<file path="src/rtl/cpu_pkg.sv">
// Shared definitions for the CPU front end: linear address width, reset
// fetch address and prefetch state encoding.
package cpu_pkg;

    localparam int LIN_W = 20;

    localparam logic [LIN_W-1:0] RESET_ADDR_DEFAULT = 20'hFFFF0;

    typedef enum logic [1:0] {
        ST_FETCH     = 2'd0,
        ST_WAIT_SLOT = 2'd1,
        ST_DRAIN     = 2'd2
    } pf_state_t;

    // Next sequential linear address; wraps FFFFF -> 00000 by width.
    function automatic logic [LIN_W-1:0] lin_inc(input logic [LIN_W-1:0] a);
        return a + 1'b1;
    endfunction

endpackage

</file>
<file path="src/rtl/prefetch_fifo.sv">
// Byte-wide circular buffer for the prefetch queue. Head byte, valid flag and
// count are all registered so the core sees clean outputs.
module prefetch_fifo
    import cpu_pkg::*;
#(
    parameter int DEPTH = 8
) (
    input  logic                     clock,
    input  logic                     reset,
    input  logic                     clr,
    input  logic                     push,
    input  logic [7:0]               push_data,
    input  logic                     pop,
    output logic [7:0]               head_data,
    output logic                     valid,
    output logic [$clog2(DEPTH):0]   count
);

    localparam int PW = $clog2(DEPTH);
    localparam int CW = PW + 1;

    logic [7:0]    buf_q [DEPTH];
    logic [PW-1:0] head_q, head_d;
    logic [PW-1:0] tail_q, tail_d;
    logic [CW-1:0] count_q, count_d;
    logic [7:0]    head_data_q, head_data_d;
    logic          valid_q, valid_d;
    logic          pop_ok, push_ok, wr_en;

    // A pop on an empty queue or a push into a full queue without a matching
    // pop would corrupt the pointers, so both are masked here.
    assign pop_ok  = pop && (count_q != '0);
    assign push_ok = push && ((count_q != CW'(DEPTH)) || pop_ok);

    // Next pointers, count and head byte; the pushed byte bypasses the array
    // when it becomes the head in the same cycle.
    always_comb begin
        head_d      = head_q;
        tail_d      = tail_q;
        count_d     = count_q;
        head_data_d = head_data_q;
        valid_d     = valid_q;
        wr_en       = 1'b0;
        if (clr) begin
            head_d      = '0;
            tail_d      = '0;
            count_d     = '0;
            head_data_d = 8'h00;
            valid_d     = 1'b0;
        end else begin
            if (push_ok) begin
                tail_d = tail_q + 1'b1;
                wr_en  = 1'b1;
            end
            if (pop_ok) begin
                head_d = head_q + 1'b1;
            end
            count_d = count_q + {{PW{1'b0}}, push_ok} - {{PW{1'b0}}, pop_ok};
            valid_d = (count_d != '0);
            if (push_ok && ((count_q - {{PW{1'b0}}, pop_ok}) == '0)) begin
                head_data_d = push_data;
            end else if (count_d != '0) begin
                head_data_d = buf_q[head_d];
            end
        end
    end

    // Control and head registers.
    always_ff @(posedge clock or posedge reset) begin
        if (reset) begin
            head_q      <= '0;
            tail_q      <= '0;
            count_q     <= '0;
            head_data_q <= 8'h00;
            valid_q     <= 1'b0;
        end else begin
            head_q      <= head_d;
            tail_q      <= tail_d;
            count_q     <= count_d;
            head_data_q <= head_data_d;
            valid_q     <= valid_d;
        end
    end

    // Storage array; contents need no reset since count gates visibility.
    always_ff @(posedge clock) begin
        if (wr_en) begin
            buf_q[tail_q] <= push_data;
        end
    end

    assign head_data = head_data_q;
    assign valid     = valid_q;
    assign count     = count_q;

endmodule

</file>
<file path="src/rtl/cpu_prefetch.sv">
// Instruction prefetch queue: fetches sequential code bytes one request at a
// time over a req/ack bus and redirects on flush. An outstanding request
// cannot be aborted, so a flush during one drains it before refetching.
module cpu_prefetch
    import cpu_pkg::*;
#(
    parameter int               DEPTH      = 8,
    parameter logic [LIN_W-1:0] RESET_ADDR = RESET_ADDR_DEFAULT
) (
    input  logic                     clock,
    input  logic                     reset,
    input  logic                     flush,
    input  logic [LIN_W-1:0]         flush_addr,
    output logic [7:0]               q_data,
    output logic                     q_valid,
    input  logic                     q_take,
    output logic [LIN_W-1:0]         q_addr,
    output logic [$clog2(DEPTH):0]   q_level,
    output logic                     mem_req,
    output logic [LIN_W-1:0]         mem_addr,
    input  logic                     mem_ack,
    input  logic [7:0]               mem_data
);

    localparam int LW = $clog2(DEPTH) + 1;

    pf_state_t        state_q, state_d;
    logic             mem_req_q, mem_req_d;
    logic [LIN_W-1:0] mem_addr_q, mem_addr_d;
    logic [LIN_W-1:0] q_addr_q, q_addr_d;
    logic [LIN_W-1:0] pend_addr_q, pend_addr_d;

    logic             fifo_clr, fifo_push, fifo_pop;
    logic             ack_ok, take_ok;
    logic [LW-1:0]    lvl_next;

    // An ack only counts against a live request; flush outranks take.
    assign ack_ok  = mem_ack && mem_req_q;
    assign take_ok = q_take && q_valid && !flush;

    // Level after this edge if the ack is written and the take pops.
    assign lvl_next = q_level + {{(LW-1){1'b0}}, ack_ok} - {{(LW-1){1'b0}}, take_ok};

    // Next-state, address counters and queue control.
    always_comb begin
        state_d     = state_q;
        mem_req_d   = mem_req_q;
        mem_addr_d  = mem_addr_q;
        q_addr_d    = q_addr_q;
        pend_addr_d = pend_addr_q;
        fifo_clr    = 1'b0;
        fifo_push   = 1'b0;
        fifo_pop    = 1'b0;

        if (take_ok) begin
            fifo_pop = 1'b1;
            q_addr_d = lin_inc(q_addr_q);
        end

        case (state_q)
            ST_FETCH: begin
                if (flush) begin
                    fifo_clr = 1'b1;
                    q_addr_d = flush_addr;
                    if (mem_req_q && !ack_ok) begin
                        pend_addr_d = flush_addr;
                        state_d     = ST_DRAIN;
                    end else begin
                        mem_addr_d = flush_addr;
                        mem_req_d  = 1'b1;
                        state_d    = ST_FETCH;
                    end
                end else begin
                    if (ack_ok) begin
                        fifo_push  = 1'b1;
                        mem_addr_d = lin_inc(mem_addr_q);
                    end
                    mem_req_d = (lvl_next < LW'(DEPTH));
                    state_d   = mem_req_d ? ST_FETCH : ST_WAIT_SLOT;
                end
            end
            ST_WAIT_SLOT: begin
                if (flush) begin
                    fifo_clr   = 1'b1;
                    q_addr_d   = flush_addr;
                    mem_addr_d = flush_addr;
                    mem_req_d  = 1'b1;
                    state_d    = ST_FETCH;
                end else if (take_ok) begin
                    mem_req_d = 1'b1;
                    state_d   = ST_FETCH;
                end
            end
            ST_DRAIN: begin
                if (flush) begin
                    fifo_clr = 1'b1;
                    q_addr_d = flush_addr;
                    if (ack_ok) begin
                        mem_addr_d = flush_addr;
                        mem_req_d  = 1'b1;
                        state_d    = ST_FETCH;
                    end else begin
                        pend_addr_d = flush_addr;
                    end
                end else if (ack_ok) begin
                    mem_addr_d = pend_addr_q;
                    mem_req_d  = 1'b1;
                    state_d    = ST_FETCH;
                end
            end
            default: begin
                state_d   = ST_FETCH;
                mem_req_d = 1'b0;
            end
        endcase
    end

    // FSM state and registered bus/address outputs.
    always_ff @(posedge clock or posedge reset) begin
        if (reset) begin
            state_q     <= ST_FETCH;
            mem_req_q   <= 1'b0;
            mem_addr_q  <= RESET_ADDR;
            q_addr_q    <= RESET_ADDR;
            pend_addr_q <= RESET_ADDR;
        end else begin
            state_q     <= state_d;
            mem_req_q   <= mem_req_d;
            mem_addr_q  <= mem_addr_d;
            q_addr_q    <= q_addr_d;
            pend_addr_q <= pend_addr_d;
        end
    end

    prefetch_fifo #(
        .DEPTH (DEPTH)
    ) u_fifo (
        .clock     (clock),
        .reset     (reset),
        .clr       (fifo_clr),
        .push      (fifo_push),
        .push_data (mem_data),
        .pop       (fifo_pop),
        .head_data (q_data),
        .valid     (q_valid),
        .count     (q_level)
    );

    assign mem_req  = mem_req_q;
    assign mem_addr = mem_addr_q;
    assign q_addr   = q_addr_q;

endmodule

</file>
<file path="config.mk">
export PLATFORM = sky130hd
export DESIGN_NAME = cpu_prefetch
export DESIGN_NICKNAME = d
export VERILOG_FILES = /design/src/rtl/cpu_pkg.sv /design/src/rtl/prefetch_fifo.sv /design/src/rtl/cpu_prefetch.sv
export SDC_FILE = /design/constraint.sdc
export NUM_CORES = 1
export LEC_CHECK = 0
export BUFFER_PORTS_ARGS = -buffer_cell sky130_fd_sc_hd__buf_4
export CAP_MARGIN = 15
export CORE_UTILIZATION = 60
export DETAILED_ROUTE_END_ITERATION = 10
export PLACE_DENSITY = 0.87
export SLEW_MARGIN = 5
export SYNTH_ARGS = -nofsm -noshare
export SYNTH_HDL_FRONTEND = slang
export SYNTH_SLANG_ARGS = --single-unit
</file>
<file path="constraint.sdc">
create_clock -name clock -period 8.1 [get_ports clock]
set_input_delay 2.43 -clock clock [delete_from_list [all_inputs] [get_ports clock]]
set_output_delay 2.43 -clock clock [all_outputs]
set_load 0.01 [all_outputs]
</file>
After elaboration in Yosys (flattened, before gate mapping) --
Memories as Yosys holds them, arrays and structs flattened. Index checks and enable logic that the tools add are counted. Widths: inputs -> output; s select.
Storage, ports and cells: logic and storage cells 105, output and inout port bits 54, memories 1, bits in writable memories 64, bits in registers 82, input bits 33
Memories:
- u_fifo.buf_q | depth 8, bits a word 8, rd ports 1, clocked after memory_dff 0, write ports 1, line prefetch_fifo.sv:22 | logic [7:0] buf_q [DEPTH];
Operators by class: add/subtract/negate cells 9, muxes and demuxes 49, reductions and logical operators 23, $lt $le $gt $ge 1, eq/ne operators 12
Operators by type and width (number):
- $mux 20 | 14
- $pmux 20 s3 | 1
- $add 20x1->20 const B | 2
- $pmux 20 s2 | 1
- $mux 8 | 3
- $mux 1 | 17
- $mux 3 | 5
- $ne 2x2->1 const B | 6
- $sub 4x1->4 | 3
- $mux 2 | 5
- $reduce_and 5->1 | 2
- $ne 3x3->1 const B | 3
- $add 4x1->4 | 2
- $reduce_bool 4->1 | 2
- $logic_and 1x1->1 | 7
- $add 3x1->3 const B | 2
- $pmux 2 s3 | 1
- $reduce_bool 3->1 | 2
- $logic_not 4->1 | 1
- $lt 4x4->1 const B | 1
- $mux 4 | 1
- $ne 4x4->1 const B | 1
- $reduce_bool 2->1 | 2
- $pmux 1 s3 | 1
- 8 further kinds | 9

Longest topological paths before layout --
depth in word-level cells 12, gate-level depth with buffers 15, mapped depth without buffers 12

By module --
Synthesis repeated with hierarchy kept, for this count alone.
Second synthesis, totals: cell total of the unflattened synthesis 754, area total of the unflattened synthesis 8095.3 sq um
By module, submodules not included:
- cpu_prefetch | times used 1, area each 4219.0 sq um, cells an instance 451
- prefetch_fifo | times used 1, area each 3876.2 sq um, cells an instance 303

Least setup slack after synthesis --
OpenSTA, ideal clock, no wires.
path type input to register, start input port flush, end register u_fifo.head_data_q[0] (netlist: u_fifo.head_data[0]), data arrival time 5.291 ns, slack 2.669 ns, library setup time 0.140 ns, stages on the path 12, path through nand3b_4 a21oi_2 buf_2 clkbuf_1 ha_1 inv_1 ha_1 fa_1 nor4b_2 or3_1 buf_2 o22ai_2
Between the ends: cells in the longest elaborated chain, start to end 10, elaborated cells between the ends (all ways) 23
Ends and longest elaborated chain:
- start: declaration | line cpu_prefetch.sv:12 | input logic flush,
- $logic_not 1->1 | line cpu_prefetch.sv:39 | assign take_ok = q_take && q_valid && !flush;
- $logic_and 1x1->1 | line cpu_prefetch.sv:39
- $mux 1 | line cpu_prefetch.sv:55 | if (take_ok) begin
- $logic_and 1x1->1 | line prefetch_fifo.sv:32 | assign pop_ok = pop && (count_q != '0);
- $logic_or 1x1->1 / $mux 3 (equally long branches) | line prefetch_fifo.sv:33, prefetch_fifo.sv:55
- $logic_and 1x1->1 / $mux 3 (equally long branches) | line prefetch_fifo.sv:33, prefetch_fifo.sv:44
- $add 4x1->4 / $mem_v2 8x8 (equally long branches)
- $sub 4x1->4 / $mux 8 (equally long branches) | line prefetch_fifo.sv:58, prefetch_fifo.sv:62
- $reduce_bool 4->1 / $mux 8 (equally long branches) | line prefetch_fifo.sv:62, prefetch_fifo.sv:60
- $reduce_bool 3->1 (no line) / $mux 8 (equally long branches)
- end signal: assignment | line prefetch_fifo.sv:80 | head_data_q <= head_data_d;
- end: declaration | line prefetch_fifo.sv:26 | logic [7:0] head_data_q, head_data_d;
Several ways; a longest one is shown, not always the timed one. The select of a mux whose other input is x is not followed. A chain may end at the register's enable or synchronous reset.

Worst setup path after layout --
start input port flush, end register u_fifo.head_data_q[2] (netlist: u_fifo.head_data[2])
Same word-level chain as after synthesis.

==> results by group <==
STA
  • Final min period: 5.99 ns
  • Maximum clock frequency: 0.167 GHz
  • Final setup margin: 2.11 ns
  • Setup TNS: 0 ns
  • Final Hold Violating Endpoints: 0
  • Final setup viols: 0
  • Slew headroom: 31.5%
  • Worst Skew: 0.00826 ns
  • RSZ-0062 raised after global routing: no
  • Fin crit share: between 70% and 80%
  • Final Max Slew Viols: 0
  • Worst slew pin tran: 1.03 ns

Global routing
  • Antenna violations before repair: 0
  • First-pass GRT wire length: 33400 µm
  • Largest net degree at the start of global routing: 83
  • Grt ovf: 0
  • Total global routing track utilization: 30.8%
  • Vias in the first global route: 6518

Power and ir drop
  • Static leakage: approximately 3.5 nW
  • PD cells: between 300 and 400 nW/µm²
  • Worst VDD drop: 0.000245 V
  • Overall Power: 3.01 mW

Min path
  • Worst hold start: mem_addr[6]$_DFFE_PP1P_
  • Worst Hold Class: reg -> reg

Floorplan
  • Die area: roughly 14000 µm²
  • Initial Util: 61.9%
  • Chip Width: ~120 µm
  • # rows: 42
  • DIE HEIGHT: 119 µm
  • I/O Pins: between 80 and 90
  • Core area: 13300 µm²

Clock network
  • # clock sinks: 146
  • Post-CTS setup buffer count: 0
  • Worst skew pair latency: 0.43 ns
  • Clock root cell: clkbuf_16
  • CTS tree: yes
  • H-tree depth: 4
  • Hold_buf cts: 0
  • Post-CTS sizing: 0
  • Clock buffer depth: 2
  • CTS Buf Count: 17
  • Clock slew at reported path FFs: ~0.06 ns

Synth
  • Synth Net Count: approximately 830
  • Synth cell types: 66
  • Cell Area, Synth: 8260 µm²
  • Synthesized area per cell: 10.6 µm²
  • Ys flop type: edfxtp_1
  • Asr flop ratio synth: 56.2%
  • Post-synth EDFFs: 64
  • Syn. warnings: 0
  • Synth Register Bits: around 150
  • Cells after Synth: a little under 800
  • Sequential element share of the synthesized area: between 40% and 50%

Drt
  • Routed WL per cell: 20.3 µm
  • DRT Pass-1 Iters: 5
  • Routed wire length: 21100 µm
  • Via count: 6662
  • Routed Antenna Nets: 0
  • DRC viols: 0
  • Vias per Instance: 6.39
  • Iter 0 DRT Violations: 649

Final layout
  • Layout cells sized above 1: 30.7%
  • # diodes: 0
  • Final core occ: between 70% and 80%
  • Final instance area: 9630 µm²
  • Area growth from synthesis to layout: 16.6%
  • Fin nets: 906

Place
  • Gpl congestion: 0.908
  • Post-DP HPWL: 14000 µm
  • Post-place setup slack: approximately 1.7 ns
  • Buffers on Ports: 86
  • Post-DP Area: 9060 µm²

Worst setup path
  • CP Cell Sequence: buf_4, nand3b_4, a21oi_4, ha_1, inv_1, ha_1, fa_1, nor4b_2, or3_1, o22ai_2
  • R2r setup slk: 3.78 ns
  • Cell mode on critical path: ha_1
  • Crit. End Element: flip-flop
  • Worst path slowest cell: nor4b_2
  • Delay-heaviest family, CP: simple AND/OR/NAND/NOR gates
  • R2r startpoint: u_fifo.count[2]$_DFF_PP0_
  • CP required: approximately 8.4 ns
  • Critical Path Max Stage Delay: 0.88 ns
  • Crit start category: input port
  • Setup crit start: flush
  • Critical path fanouts, max: 52
  • Buf/Inv on CP: 2
  • Crit Path Class: in -> reg
  • Worst Path Arrival: 6.30 ns

Job
  • Max-cap violations: 0

Outcome
  • Status: finished, final reports clean
cell families (layout without fill, tap and decap cells):
family / after synthesis / in the layout / share of synthesized area (%)
flip-flops: 146 / 146 / 48.8
adder cells (fa/ha/maj): 19 / 19 / 2.97
buffers and inverters: 66 / 153 / 3.20
XOR/XNOR: 29 / 29 / 3.07
AO/OA/AOI/OAI: 190 / 190 / 15.3
AND/OR/NAND/NOR: 240 / 240 / 14.7
multiplexers: 90 / 90 / 12.0
flip-flops by register name (all words and copies together) (netlist names), 2 cells and up:
name / flops
q_addr: 20
u_fifo.head_q: 3
mem_addr: 20
state_q: 2
u_fifo.buf_q: 64
u_fifo.tail_q: 3
u_fifo.count: 4
pend_addr_q: 20
u_fifo.head_data: 8
worst register-to-register path, stage by stage, from the launching register on:
cell,delay (ns)
dfrtp_1,0.40
inv_1,0.13
ha_1,0.29
a21oi_4,0.72
ha_1,0.37
inv_1,0.07
ha_1,0.20
fa_1,0.47
nor4b_2,0.88
or3_1,0.50
o22ai_2,0.15
synth_stat cells (3+ instances only):
library cell    n  share of area (%)
a21oi_1        40                2.4
a221oi_1        4               0.42
a22o_1          6               0.64
a22oi_1         6               0.55
a311oi_1        4               0.42
a31oi_1        13               0.98
and2_1         11               0.83
and3_1          6               0.45
and4_4          8                1.1
buf_1           5               0.23
buf_2           7               0.42
clkbuf_1       32                1.5
dfrtp_1        34                 10
dfstp_2        48                 15
edfxtp_1       64                 23
ha_1           18                2.7
inv_1          21               0.95
mux2_2         53                7.2
mux2i_1        33                4.0
mux2i_2         3               0.50
nand2_1       113                5.1
nand2b_1        5               0.38
nand3_1        14               0.85
nand4_1         9               0.68
nand4b_1        3               0.32
nor2_1         36                1.6
nor3_1          8               0.48
nor3b_1         5               0.45
o211ai_1       37                3.4
o21ai_0        51                3.1
o22ai_2         8                1.2
or2_2           4               0.30
or3_1           4               0.30
xnor2_1        14                1.5
xor2_1         15                1.6
through the flow:
step           std cells  hold WS, ns
2_1_floorplan        780        0.459
3_3_place_gp        1010        0.467
3_5_place_dp        1011        0.480
4_1_cts             1043        0.490
5_1_grt             1043        0.514
6_report            1043        0.487
cell type report:
| class | instances | area [µm²] |
|---|---|---|
| clock buffers | 19 | 443 |
| clock inverters | 13 | 128 |
| fillers | 875 | 3720 |
| inverters | 21 | 80.1 |
| multi-input cells | 568 | 3980 |
| flip-flops and latches | 146 | 4030 |
| well taps | 176 | 220 |
| repair buffers | 100 | 748 |
report_power, final:
group | leakage, nW | internal, mW | switching [mW]
Sequential | 1.52 | 1.00 | 0.166
Combinational | 1.75 | 0.478 | 0.598
Clock | 0.271 | 0.435 | 0.329
path summary, 6_finish.rpt:
kind / end / depth (start not counted)
max: u_fifo.head_data[2]$_DFFE_PP0P_ / 10
min: mem_addr[6]$_DFFE_PP1P_ / 2
max reg2reg: u_fifo.head_data[2]$_DFFE_PP0P_ / 10
min reg2reg: mem_addr[6]$_DFFE_PP1P_ / 2
max in group asynchronous: pend_addr_q[1]$_DFFE_PP0P_ / 3
min in group asynchronous: q_addr[3]$_DFF_PP0_ / 3
layout by cell type (no fill, tap or decap), drive strengths merged, types with 4 or more instances in the layout:
| master | Yosys | routed |
|---|---|---|
| ha | 18 | 18 |
| nor3b | 5 | 5 |
| xnor2 | 14 | 14 |
| and3 | 6 | 6 |
| clkbuf | 32 | 19 |
| clkinv | 0 | 6 |
| nand3 | 14 | 14 |
| nand4 | 9 | 9 |
| o22ai | 10 | 10 |
| mux2i | 37 | 37 |
| buf | 13 | 100 |
| nand2b | 5 | 5 |
| o211ai | 37 | 37 |
| and4 | 9 | 9 |
| and2 | 12 | 12 |
| dfrtp | 34 | 34 |
| xor2 | 15 | 15 |
| a22o | 6 | 6 |
| o21ai | 53 | 53 |
| a21oi | 41 | 41 |
| dfstp | 48 | 48 |
| a221oi | 4 | 4 |
| mux2 | 53 | 53 |
| nand2 | 113 | 113 |
| nor3 | 9 | 9 |
| or2 | 4 | 4 |
| nor2 | 37 | 37 |
| a22oi | 6 | 6 |
| or3 | 4 | 4 |
| edfxtp | 64 | 64 |
| inv | 21 | 24 |
| a31oi | 14 | 14 |
| a311oi | 4 | 4 |
routing by layer:
layer  wire length [µm]  GRT usage, %  up-vias
li1                   -             -     3019
met1               8670          40.4     3237
met2              10100          48.0      354
met3               1710          6.80       52
met4                673          15.9        0
met5                  0             0        -
Note: power is estimated with default switching activity, not from simulation.
